$ cat src/rtl/led_pattern_seq_if.sv
// Control and LED-drive bundle for led_pattern_seq.
// Optional duty input present only when LED_PWM_EN is defined.
interface led_pattern_seq_if #(
  parameter int LED_NUM = 8
);
  logic               run;
  logic [1:0]         mode;
  logic [1:0]         speed;
  logic [LED_NUM-1:0] led_out;
  logic               step_pulse;
`ifdef LED_PWM_EN
  logic [3:0]         duty;

  modport master (output run, mode, speed, duty, input led_out, step_pulse);
  modport slave  (input run, mode, speed, duty, output led_out, step_pulse);
`else
  modport master (output run, mode, speed, input led_out, step_pulse);
  modport slave  (input run, mode, speed, output led_out, step_pulse);
`endif
endinterface

$ cat src/rtl/led_pattern_seq.sv
// LED pattern sequencer: prescaled step timer driving rotate / ping-pong / bar-fill patterns.
// Optional macro LED_PWM_EN adds a 16-level brightness gate on lit LEDs.
//
// dir state | meaning
// DIR_UP    | ping-pong lit bit moving toward MSB
// DIR_DOWN  | ping-pong lit bit moving toward bit0
module led_pattern_seq #(
  parameter int LED_NUM    = 8,
  parameter int CNT_MAX    = 24_999_999,
  parameter int ACTIVE_LOW = 1
) (
  input logic               sys_clk,
  input logic               sys_rst_n,
  led_pattern_seq_if.slave  bus
);

  localparam int CW = (CNT_MAX > 0) ? $clog2(CNT_MAX + 1) : 1;
  localparam logic [CW-1:0]      CNT_TC    = CW'(CNT_MAX);
  localparam logic [LED_NUM-1:0] PAT_START = LED_NUM'(1);
  localparam logic [LED_NUM-1:0] LED_OFF   = (ACTIVE_LOW != 0) ? '1 : '0;

  localparam logic [1:0] MODE_LEFT  = 2'b00;
  localparam logic [1:0] MODE_RIGHT = 2'b01;
  localparam logic [1:0] MODE_PING  = 2'b10;

  typedef enum logic {DIR_UP, DIR_DOWN} dir_e;

  logic [CW-1:0]      cnt_q, cnt_d;
  logic [2:0]         step_cnt_q, step_cnt_d;
  logic [LED_NUM-1:0] pattern_q, pattern_d;
  dir_e               dir_q, dir_d;
  logic [1:0]         mode_q, mode_d;
  logic               step_q, step_d;
  logic               step_pulse_q, step_pulse_d;
  logic [LED_NUM-1:0] led_out_q, led_out_d;
  logic [2:0]         step_tc;
  logic [LED_NUM-1:0] pat_next;
  dir_e               dir_next;
  logic [LED_NUM-1:0] lit;
`ifdef LED_PWM_EN
  logic [3:0]         pwm_cnt_q, pwm_cnt_d;
`endif

  // 2^speed - 1 in 3-bit arithmetic (speed 3 wraps 0 - 1 to 7)
  assign step_tc = (3'b001 << bus.speed) - 3'd1;

  always_comb begin
    pat_next = pattern_q;
    dir_next = dir_q;
    case (mode_q)
      MODE_LEFT:  pat_next = {pattern_q[LED_NUM-2:0], pattern_q[LED_NUM-1]};
      MODE_RIGHT: pat_next = {pattern_q[0], pattern_q[LED_NUM-1:1]};
      MODE_PING: begin
        if (dir_q == DIR_UP) begin
          if (pattern_q[LED_NUM-1]) begin
            pat_next = pattern_q >> 1;
            dir_next = DIR_DOWN;
          end else begin
            pat_next = pattern_q << 1;
          end
        end else begin
          if (pattern_q[0]) begin
            pat_next = pattern_q << 1;
            dir_next = DIR_UP;
          end else begin
            pat_next = pattern_q >> 1;
          end
        end
      end
      default:    pat_next = (&pattern_q) ? PAT_START : {pattern_q[LED_NUM-2:0], 1'b1};
    endcase
  end

  always_comb begin
    cnt_d      = cnt_q;
    step_cnt_d = step_cnt_q;
    pattern_d  = pattern_q;
    dir_d      = dir_q;
    mode_d     = bus.mode;
    step_d     = 1'b0;
    if (bus.mode != mode_q) begin
      cnt_d      = '0;
      step_cnt_d = '0;
      pattern_d  = PAT_START;
      dir_d      = DIR_UP;
    end else if (bus.run) begin
      if (cnt_q == CNT_TC) begin
        cnt_d = '0;
        if (step_cnt_q >= step_tc) begin
          step_cnt_d = '0;
          step_d     = 1'b1;
          pattern_d  = pat_next;
          dir_d      = dir_next;
        end else begin
          step_cnt_d = step_cnt_q + 3'd1;
        end
      end else begin
        cnt_d = cnt_q + CW'(1);
      end
    end
  end

`ifdef LED_PWM_EN
  assign pwm_cnt_d = pwm_cnt_q + 4'd1;
  assign lit       = pattern_q & {LED_NUM{pwm_cnt_q < bus.duty}};
`else
  assign lit       = pattern_q;
`endif

  // Pulse trails the pattern update by one cycle so it lines up with led_out
  assign step_pulse_d = step_q;
  assign led_out_d    = (ACTIVE_LOW != 0) ? ~lit : lit;

  always_ff @(posedge sys_clk or negedge sys_rst_n) begin
    if (!sys_rst_n) begin
      cnt_q        <= '0;
      step_cnt_q   <= '0;
      pattern_q    <= PAT_START;
      dir_q        <= DIR_UP;
      mode_q       <= MODE_LEFT;
      step_q       <= 1'b0;
      step_pulse_q <= 1'b0;
      led_out_q    <= LED_OFF;
`ifdef LED_PWM_EN
      pwm_cnt_q    <= '0;
`endif
    end else begin
      cnt_q        <= cnt_d;
      step_cnt_q   <= step_cnt_d;
      pattern_q    <= pattern_d;
      dir_q        <= dir_d;
      mode_q       <= mode_d;
      step_q       <= step_d;
      step_pulse_q <= step_pulse_d;
      led_out_q    <= led_out_d;
`ifdef LED_PWM_EN
      pwm_cnt_q    <= pwm_cnt_d;
`endif
    end
  end

  assign bus.led_out    = led_out_q;
  assign bus.step_pulse = step_pulse_q;

endmodule

$ cat src/flat_wrapper.sv
// flat-port wrapper written by rule: the top's interface ports become plain ports
module led_pattern_seq_flat 
#(
  parameter int LED_NUM    = 8,
  parameter int CNT_MAX    = 24_999_999,
  parameter int ACTIVE_LOW = 1
)
  (sys_clk, sys_rst_n, bus_run, bus_mode, bus_speed, bus_led_out, bus_step_pulse);
  led_pattern_seq_if #(.LED_NUM(LED_NUM)) bus_i ();
  input logic sys_clk;
  input logic sys_rst_n;
  input wire logic [$bits(bus_i.run)-1:0] bus_run;
  input wire logic [$bits(bus_i.mode)-1:0] bus_mode;
  input wire logic [$bits(bus_i.speed)-1:0] bus_speed;
  output wire logic [$bits(bus_i.led_out)-1:0] bus_led_out;
  output wire logic [$bits(bus_i.step_pulse)-1:0] bus_step_pulse;
  assign bus_i.run = bus_run;
  assign bus_i.mode = bus_mode;
  assign bus_i.speed = bus_speed;
  assign bus_led_out = bus_i.led_out;
  assign bus_step_pulse = bus_i.step_pulse;
  led_pattern_seq #(.LED_NUM(LED_NUM), .CNT_MAX(CNT_MAX), .ACTIVE_LOW(ACTIVE_LOW)) u_core (.sys_clk(sys_clk), .sys_rst_n(sys_rst_n), .bus(bus_i));
endmodule
$ cat config.mk
export PLATFORM = sky130hd
export DESIGN_NAME = led_pattern_seq_flat
export DESIGN_NICKNAME = d
export VERILOG_FILES = /design/src/rtl/led_pattern_seq_if.sv /design/src/rtl/led_pattern_seq.sv /design/src/flat_wrapper.sv
export SDC_FILE = /design/constraint.sdc
export NUM_CORES = 1
export LEC_CHECK = 0
export CAP_MARGIN = 0
export CORE_MARGIN = 3
export CORE_UTILIZATION = 30
export CTS_CLUSTER_SIZE = 24
export DETAILED_ROUTE_END_ITERATION = 10
export PLACE_DENSITY = 0.57
export SLEW_MARGIN = 20
export SYNTH_ARGS = -nofsm -noshare
export SYNTH_HDL_FRONTEND = slang
export SYNTH_SLANG_ARGS = --single-unit
$ cat constraint.sdc
create_clock -name sys_clk -period 2.2 [get_ports sys_clk]
set_input_delay 0.44 -clock sys_clk [delete_from_list [all_inputs] [get_ports sys_clk]]
set_output_delay 0.44 -clock sys_clk [all_outputs]
set_load 0.02 [all_outputs]
Yosys cells after proc, flatten, opt, wreduce, memory -nomap -nowiden
Index checks and enable logic that the tools add are counted.

word-level totals
  register bits = 49
  input bits = 7
  output and inout port bits = 9
  logic and storage cells = 55

cells by class
  add/sub/neg operators = 3
  $lt $le $gt $ge = 1
  eq/ne operators = 4
  shift-type cells = 1
  muxes and demuxes = 28
  bitwise logic cells = 1
  reductions and logical operators = 9

operators by type and width
  kind                     number
  $mux W25                 3
  $mux W8                  8
  $add A25 B1 Y25 const B  1
  $eq A25 B25 Y1 const B   1
  $pmux W8 S3              1
  $mux W1                  12
  $mux W3                  4
  $not A8 Y8               1
  $reduce_and A8 Y1        1
  $reduce_bool A2 Y1       4
  $reduce_and A4 Y1        1
  $add A3 B1 Y3 const B    1
  $ge A3 B3 Y1             1
  $reduce_and A3 Y1        1
  $shl A1 B2 Y3 const A    1
  $sub A3 B1 Y3 const B    1
  $eq A2 B1 Y1 const B     1
  $eq A2 B2 Y1 const B     1
  $logic_not A2 Y1         1
  $ne A2 B2 Y1             1
  $reduce_and A2 Y1        1

Longest topological paths before layout
  depth after elaboration = 7
  gate-level depth with buffers = 7
  depth with buffers taken out = 7

Least setup slack after synthesis
No wires, ideal clock.

  path kind = flip-flop to flip-flop
  from = reg u_core.cnt_q[6]
  to = reg u_core.step_cnt_q[2]
  library setup time = 118 ps
  arrival time = 2019 ps
  required time = 2082 ps
  slack = 62 ps
  cell stages (with the launch flop) = 8
  path buffers = 2
  period minus slack after synthesis = 2138 ps
  cells stage by stage = dfrtp_1 buf_6 or4_4 or4_4 o21ai_2 buf_4 o31ai_1 o2bb2ai_2

between the ends
  cells in the longest elaborated chain, start to end = 3

ends and longest elaborated chain
  what                                 RTL line                text
  start: declaration                   led_pattern_seq.sv:28   logic [CW-1:0] cnt_q, cnt_d;
  start signal: assignment             led_pattern_seq.sv:128  cnt_q <= cnt_d;
  $eq A25 B25 Y1                       led_pattern_seq.sv:87   if (cnt_q == CNT_TC) begin
  $reduce_bool A2 Y1 (no source line)  -
  $reduce_and A2 Y1 (no source line)   -
  end signal: assignment               led_pattern_seq.sv:129  step_cnt_q <= step_cnt_d;
  end: declaration                     led_pattern_seq.sv:29   logic [2:0] step_cnt_q, step_cnt_d;

Every way passes these cells.
A chain may end at the register's enable or synchronous reset.

Final worst setup path
  from = reg u_core.cnt_q[17]
  to = reg u_core.step_cnt_q[2]

Same word-level chain as after synthesis.

==> impl_summary.md <==
Placed design
Before CTS, the worst setup slack after placement is -0.2873 ns. The HPWL after detailed placement is 4516 µm. Port buffering added 15 buffers. Once placement completed, the tool counted placed cells totaling approximately 400.

The global placer's final weighted congestion is 0.8054.

Finish
The repair_antennas step left the layout with diodes totalling 0. The count of cells in the finished layout, fillers not included, comes to 420. The most common library cell in the layout ignoring fill and taps is sky130_fd_sc_hd__dfrtp_1.

Leaving out fill and tap cells, the most frequent cells in the layout are 40 x sky130_fd_sc_hd__dfrtp_1, 27 x sky130_fd_sc_hd__buf_4, 25 x sky130_fd_sc_hd__nand2_1. The growth of design area from synthesis to finish is 24.61%. In the final layout, the share of cells above drive strength 1 is 0.2095. For this run, the post-layout net count is 326. The final core area utilization is 0.3885.

Timing
The worst pin sits at a relative slew slack of 0.5332. Dividing the final minimum period by the clock period gives 0.9841. Setup repair after global routing left no endpoint under its margin. At the pin with the least slew margin, the transition time is about 0.7 ns. The final critical-path setup slack is 0.03505 ns. The number of max-slew violations in the final report is 0. The hold violation count in the final report is 0. After routing, the total negative slack on setup checks comes to 0 ns. The highest attainable clock frequency is 0.4619 GHz. The clock arrives with approximately 0.012 ns of skew.

Hold timing on the final database bottoms out at a slack of 0.1013 ns. For the finished layout, the period the worst path requires is roughly 2.2 ns. Setup violations remaining at the end of the flow were counted as 0.

Synthesis
Ranked by total cell area, the synthesized netlist is headed by sky130_fd_sc_hd__dfrtp_1 39%, sky130_fd_sc_hd__dfstp_2 9.1%, sky130_fd_sc_hd__xor2_1 5.4%. The portion of netlist area occupied by mux cells is 0. The post-synthesis area per instance is around 9.6 µm². Among all flip-flop cells after synthesis, the most frequent one is sky130_fd_sc_hd__dfrtp_1. After synthesis the netlist holds a flip-flop and latch count of 49. The number of nets in the synthesized netlist is ~280.

The proportion of synthesized chip area in sequential cells is 0.4782. The most area-hungry cell type in the Yosys netlist is sky130_fd_sc_hd__dfrtp_1. The distinct cell type count after synthesis is 50. The proportion of synthesized flip-flops having asynchronous set or reset is 1.000.

The area fraction in compound gates after synthesis is 0.1557. Of the total synthesized cell area, the portion taken by full adders, half adders and majority gates is 0.02418. The area share of the largest cell type after synthesis is 0.3868.

The post-synthesis cell count is between 200 and 300. By area, the combinational part of the netlist is dominated by simple AND/OR/NAND/NOR gates. The post-synth design cell area is 2587 µm². Of the total synthesized cell area, the portion taken by AND, OR, NAND and NOR gates is 0.2374.

Of the total synthesized cell area, the portion taken by XOR and XNOR cells is 0.06770. The count of flip-flops with a built-in enable after synthesis is 0. Yosys printed 0 warnings.

Global route
The initial antenna violation count is 0. The via count of the first global-routing pass is 2,241. The largest net degree at the start of global routing is 50. The first global-routing pass estimated 10,520 µm of wire. The global-route congestion overflow total is 0. The global-route usage over all layers is 0.1297.

Floorplanning
In this run the core area contains 33 standard-cell rows. The total die area is 9775 µm². The area of the core is between 8000 and 9000 µm².

The die boundary height is 98.87 µm. The width of the die is 98.87 µm. The top-level port count is 16. The starting density of the core is 0.3118.

Clock tree
The clock insertion delay at the later pin of the skew report is ~0.30 ns. The clock sink count is between 40 and 50. The clock tree root driver cell is sky130_fd_sc_hd__clkbuf_8. The longest clock path from root to sink contains 2 buffers. Buffers added to address setup during post-CTS repair amount to 0. The clock slew seen by the registers of the worst setup and hold paths is 0.10 ns.

TritonCTS built the clock tree. Buffers inserted during clock tree synthesis total 5. The total number of H-tree levels is 2.

Power and ir drop
Of the total power, the share spent switching nets is 0.2668. The ratio of total power to cell area is roughly 520 nW/µm². The share of total power dissipated in the clock network is 0.327. The sequential cell fraction of total power is 0.552. Summed over all cells, the static leakage comes to 0.001337 µW.

Cell internal power was estimated by the tool at 1223 µW. The maximum vdd ir drop is 0.2106 mV. For this design the total switching power over the nets is 444.9 µW. The combinational fraction of design power is 0.122.

Routing
After detailed routing, the met2 layer carries 3048 µm of wire. The detail-routed via count per cell is 5.129. The first-iteration detailed-routing DRC count is 74.

The met1 wire length is approximately 2800 µm. The detailed-router iteration count before antenna repair is 4. The detailed-route DRC error count is 0. The number of nets with antenna violations after detailed routing is 0. Summed over all layers, the routed wires come to 6038 µm.

The total length of routed met3 wires is 151 µm. Routed signal wires occupy layers up through met4. The routed layout has between 2,000 and 2,500 vias.

In the final routed layout, each cell accounts on average for 14.38 µm.

Worst setup path
STA classifies the critical path startpoint as a register. The worst path required time is between 2 and 2.5 ns. The number of cells on the worst reg-to-reg path is 6. The worst setup path is captured at a register. The peak fanout along the critical path is 4. By startpoint and endpoint, the worst setup path is classified as reg -> reg.

In this run the register-to-register setup slack is 0.04 ns. The worst path arrival time is between 2 and 2.5 ns.

Worst hold path
In this run the worst hold path is classified as in -> async.

Job
Max-cap violations in this run came to 0.

Status
The run finished with clean final reports.
==> path summary, 6_finish.rpt <==
path                                startpoint                     to
setup reg to reg              u_core.cnt_q[17]   u_core.step_cnt_q[2]
hold / removal                       sys_rst_n  u_core.bus.step_pulse
hold reg to reg            u_core.step_pulse_d  u_core.bus.step_pulse
setup / recovery              u_core.cnt_q[17]   u_core.step_cnt_q[2]
max in group asynchronous            sys_rst_n  u_core.bus.led_out[7]
min in group sys_clk       u_core.step_pulse_d  u_core.bus.step_pulse
==> power groups by stage <==
stage	Sequential, µW	Combinational, µW	Clock [µW]
after CTS	920	193	561
after floorplan	932	97.1	0
final	920	203	545
after global placement	937	184	0
after detailed placement	937	186	0
after global routing	922	226	609
==> kinds of logic (layout without fill, tap and decap cells) <==
group	after synthesis	in the layout
DFF	49	49
buffers and inverters	22	67
xor gates and xnor gates	20	20
AOI/OAI and AO/OA	61	61
and+or+nand+nor	113	113
adders and majority gates	5	5
==> synth_stat cells, types with 2 or more instances <==
library cell / n
sky130_fd_sc_hd__a22o_1: 3
sky130_fd_sc_hd__a21oi_1: 7
sky130_fd_sc_hd__nand3_1: 12
sky130_fd_sc_hd__nand2_1: 25
sky130_fd_sc_hd__clkbuf_1: 6
sky130_fd_sc_hd__and2_1: 4
sky130_fd_sc_hd__or3_1: 2
sky130_fd_sc_hd__nor2_1: 23
sky130_fd_sc_hd__or4_1: 4
sky130_fd_sc_hd__nor2b_1: 3
sky130_fd_sc_hd__a22oi_1: 5
sky130_fd_sc_hd__dfstp_2: 9
sky130_fd_sc_hd__nand4_1: 15
sky130_fd_sc_hd__o21ai_1: 11
sky130_fd_sc_hd__nand2b_1: 5
sky130_fd_sc_hd__inv_1: 13
sky130_fd_sc_hd__o31ai_1: 3
sky130_fd_sc_hd__xnor2_1: 4
sky130_fd_sc_hd__and3_1: 3
sky130_fd_sc_hd__xor2_1: 16
sky130_fd_sc_hd__a21o_1: 5
sky130_fd_sc_hd__o21ai_0: 13
sky130_fd_sc_hd__dfrtp_1: 40
sky130_fd_sc_hd__a31oi_1: 4
sky130_fd_sc_hd__or4_4: 2
sky130_fd_sc_hd__nor4_1: 5
sky130_fd_sc_hd__ha_1: 5
==> worst max-delay path: stages, from the launching register on <==
cell                        delay [ns]
sky130_fd_sc_hd__dfrtp_1          0.43
sky130_fd_sc_hd__or4_4            0.55
sky130_fd_sc_hd__or4_4            0.55
sky130_fd_sc_hd__o21ai_4          0.28
sky130_fd_sc_hd__buf_6            0.15
sky130_fd_sc_hd__nand2_2          0.05
sky130_fd_sc_hd__o2bb2ai_2        0.12
==> final cells by class <==
type	count	area (µm²)
Clock buffer	5	68.82
Clock inverter	3	22.52
Fill cell	803	5075
Inverter	13	48.80
Multi-Input combinational cell	199	1314
Sequential cell	49	1237
Tap cell	105	131.4
Timing Repair Buffer	46	401.6
==> timing repair <==
action / 4_1_cts / 5_1_grt
hold buffers: 0 / 0
setup endpoints to repair: 26 / 28
resized for setup: 5 / 11
pin swaps: 2 / 4
==> registers in the layout (all words and copies together), names as in the netlist <==
name and cells:
u_core.cnt_q 25, u_core.bus.led_out 8, u_core.lit 8, u_core.step_cnt_q 3, u_core.mode_q 2, u_core.bus.step_pulse 1
u_core.dir_q 1, u_core.step_pulse_d 1
==> routing by layer <==
layer  track usage  up-vias
met5             0        -
met4       0.02836        0
li1              -     1060
met2        0.2226       35
met3       0.02548        6
met1        0.1691     1053
==> through the flow <==
step	total power, µW	cell area (µm²)
after global routing	1757	3224
after CTS	1675	3187
after detailed placement	1123	3063
after global placement	1121	3063
final	1668	3224
after floorplan	1029	2587
Power figures use the tool's default switching activity.
==> RTL edit: new RTL, config.mk and constraints unchanged <==
`CNT_MAX` is set to 24_999_999 in 2 places; all go to 49_999_998.
--- a/src/rtl/led_pattern_seq.sv
+++ b/src/rtl/led_pattern_seq.sv
@@ -6,7 +6,7 @@
 // DIR_DOWN  | ping-pong lit bit moving toward bit0
 module led_pattern_seq #(
   parameter int LED_NUM    = 8,
-  parameter int CNT_MAX    = 24_999_999,
+  parameter int CNT_MAX    = 49_999_998,
   parameter int ACTIVE_LOW = 1
 ) (
   input logic               sys_clk,
--- a/src/flat_wrapper.sv
+++ b/src/flat_wrapper.sv
@@ -2,7 +2,7 @@
 module led_pattern_seq_flat 
 #(
   parameter int LED_NUM    = 8,
-  parameter int CNT_MAX    = 24_999_999,
+  parameter int CNT_MAX    = 49_999_998,
   parameter int ACTIVE_LOW = 1
 )
   (sys_clk, sys_rst_n, bus_run, bus_mode, bus_speed, bus_led_out, bus_step_pulse);
Check against the original RTL: same outputs for any inputs over 10 cycles, from zero or initial values and one cycle with sys_rst_n low; that may be too few to reach the edited logic, so the function may still have changed.
==> RTL edit against the original RTL <==
- largest power group unchanged
- sequential cell count grew 1
- critical endpoint is now u_core.cnt_q[23]$_DFFE_PN0P_
- setup slack gained 28 ps
- clock power fell by 2%
- total power grew 0.15%
- cell area increased by 4.5%
- global-route usage down 0.36 points
- fmax rose by 1.3%
- first-iteration DRC count increased by 39%
- critical path type unchanged
- synthesized area rose by 2.0%
- wire length is 0.78% higher
- core utilization rose by 1.4 points
- synthesized cell count increased by 2.2%
- die area rose by 1.9%
==> RTL edit: results <==
[global_routing]
antenna_found_initial = 0
grt_pass1_wl_um = 10400
met1_usage = 0.167
grt.total_usage = 0.126
grt-busiest-layer = "met2"
grt_max_degree = 51
grt_use_met2 = 0.215
grtUsageMet3 = 0.0257

[synth]
syn_nets = 289
yosysSeqAreaShare = 0.478
ys.flop_type = "dfrtp_1"
yosys_warnings = 0
synth-async-reset-ratio = 1.00
synth_common_cells = "dfrtp_1, nand2_1, nor2_1, o21ai_0, inv_1"
yosysUniqueCellTypes = 53
synthTopCellsByArea = "dfrtp_1, dfstp_2, xnor2_1"

[route]
drt_iter0_drc = 103
wl_per_cell_um = 14.0
vias = 2229
dr.pass1.iters = 4

[final_layout]
syn2layout_area_growth_pct = 27.7
fin_nets = 341
num-fill-cells = 837
drive_above_1_share = 0.255
largest_register_ffs = 26
regMostFlops = "u_core.cnt_q"
num_antenna_cells = 0

[min_path]
hold_class = "in -> async"

[clock_network]
cts_buffers = 5
worstSkewPairLatency_ps = 300
h-tree-depth = 2
cts_hold_buffers = 0
root_buffer = "clkbuf_8"
cts_buffer_depth = 2
clk_pin_slew_ps = 90

[sta]
whs_ps = 229
skew_ps = 6.14
tightest_slew_ps = 638

[worst_setup_path]
arrival_ps = 2370
r2r-end = "u_core.cnt_q[23]$_DFFE_PN0P_"
r2r_cells = 5
path_max_fanout = 5
r2r_slack_ps = 60
r2r_start = "u_core.cnt_q[8]$_DFFE_PN0P_"

[pwr]
p_leak_nw = 1.36
ir_worst_vdd_v = 0.000241

[placed_design]
gp_congestion = 0.889
place_area_um2 = 3160
dp_hpwl_um = 4370
io_buffers = 15

[run_status]
status = "finished clean"
-- RTL edit: area by class of cell --
cell class | count | share of cell area
Multi-Input combinational cell | 203 | 0.411
Tap cell | 105 | 0.0390
Timing Repair Buffer | 54 | 0.133
Clock inverter | 2 | 0.00408
Sequential cell | 50 | 0.376
Inverter | 14 | 0.0156
Clock buffer | 6 | 0.0215
-- RTL edit: logic make-up (layout without fill, tap and decap cells) --
group,after synthesis,in the layout,synth area share
buf+inv,23,76,0.0332
compound gates,60,60,0.145
flops,50,50,0.478
xor+xnor,20,20,0.0664
simple gates,117,117,0.248
fa+ha+maj,6,6,0.0284
-- RTL edit: power breakdown --
part | internal, mW | leakage [nW] | switching (mW) | total (mW)
clock network | 0.225 | 0.0452 | 0.306 | 0.532
registers | 0.927 | 0.657 | 0.00731 | 0.935
logic | 0.0884 | 0.660 | 0.115 | 0.204
-- RTL edit: stage by stage --
| stage | setup slack [ps] | instances |
|---|---|---|
| floorplan | 117 | 276 |
| global placement | -343 | 424 |
| detailed placement | -375 | 424 |
| CTS | -10.7 | 432 |
| global route | -4.33 | 434 |
| finish | 63.1 | 434 |
-- RTL edit: layer usage --
layer / vias to the layer above / share of wire
li1: 1103 / -
met1: 1090 / 0.48
met2: 32 / 0.49
met3: 4 / 0.028
met4: 0 / 0.0035
met5: - / 0
-- RTL edit: repair_timing --
| action | 4_1_cts | 5_1_grt |
|---|---|---|
| gates resized for setup | 6 | 22 |
| setup endpoints to repair | 7 | 16 |
| setup buffers | 0 | 2 |
| hold endpoints to repair | 0 | 0 |
| pin swaps | 1 | 12 |
-- RTL edit: how the worst max path moves through the flow --
stage / depth (start not counted) / start / slack (ps) / endpoint
after detailed placement: 6 / bus_mode[1] / -380 / u_core.cnt_q[23]$_DFFE_PN0P_
after global placement: 6 / bus_mode[1] / -340 / u_core.cnt_q[23]$_DFFE_PN0P_
after floorplan: 8 / bus_speed[0] / 120 / u_core.step_cnt_q[2]$_DFFE_PN0P_
final: 5 / u_core.cnt_q[8]$_DFFE_PN0P_ / 60 / u_core.cnt_q[23]$_DFFE_PN0P_
after global routing: 5 / u_core.cnt_q[9]$_DFFE_PN0P_ / -4 / u_core.cnt_q[23]$_DFFE_PN0P_
after CTS: 6 / bus_mode[1] / -10 / u_core.cnt_q[23]$_DFFE_PN0P_
-- RTL edit: critical path, stage by stage, from the launching register on --
cell     delay [ps]
dfrtp_2         430
nand4_1         180
or2_2           340
or4_4           500
or4_1           470
a21oi_1         150
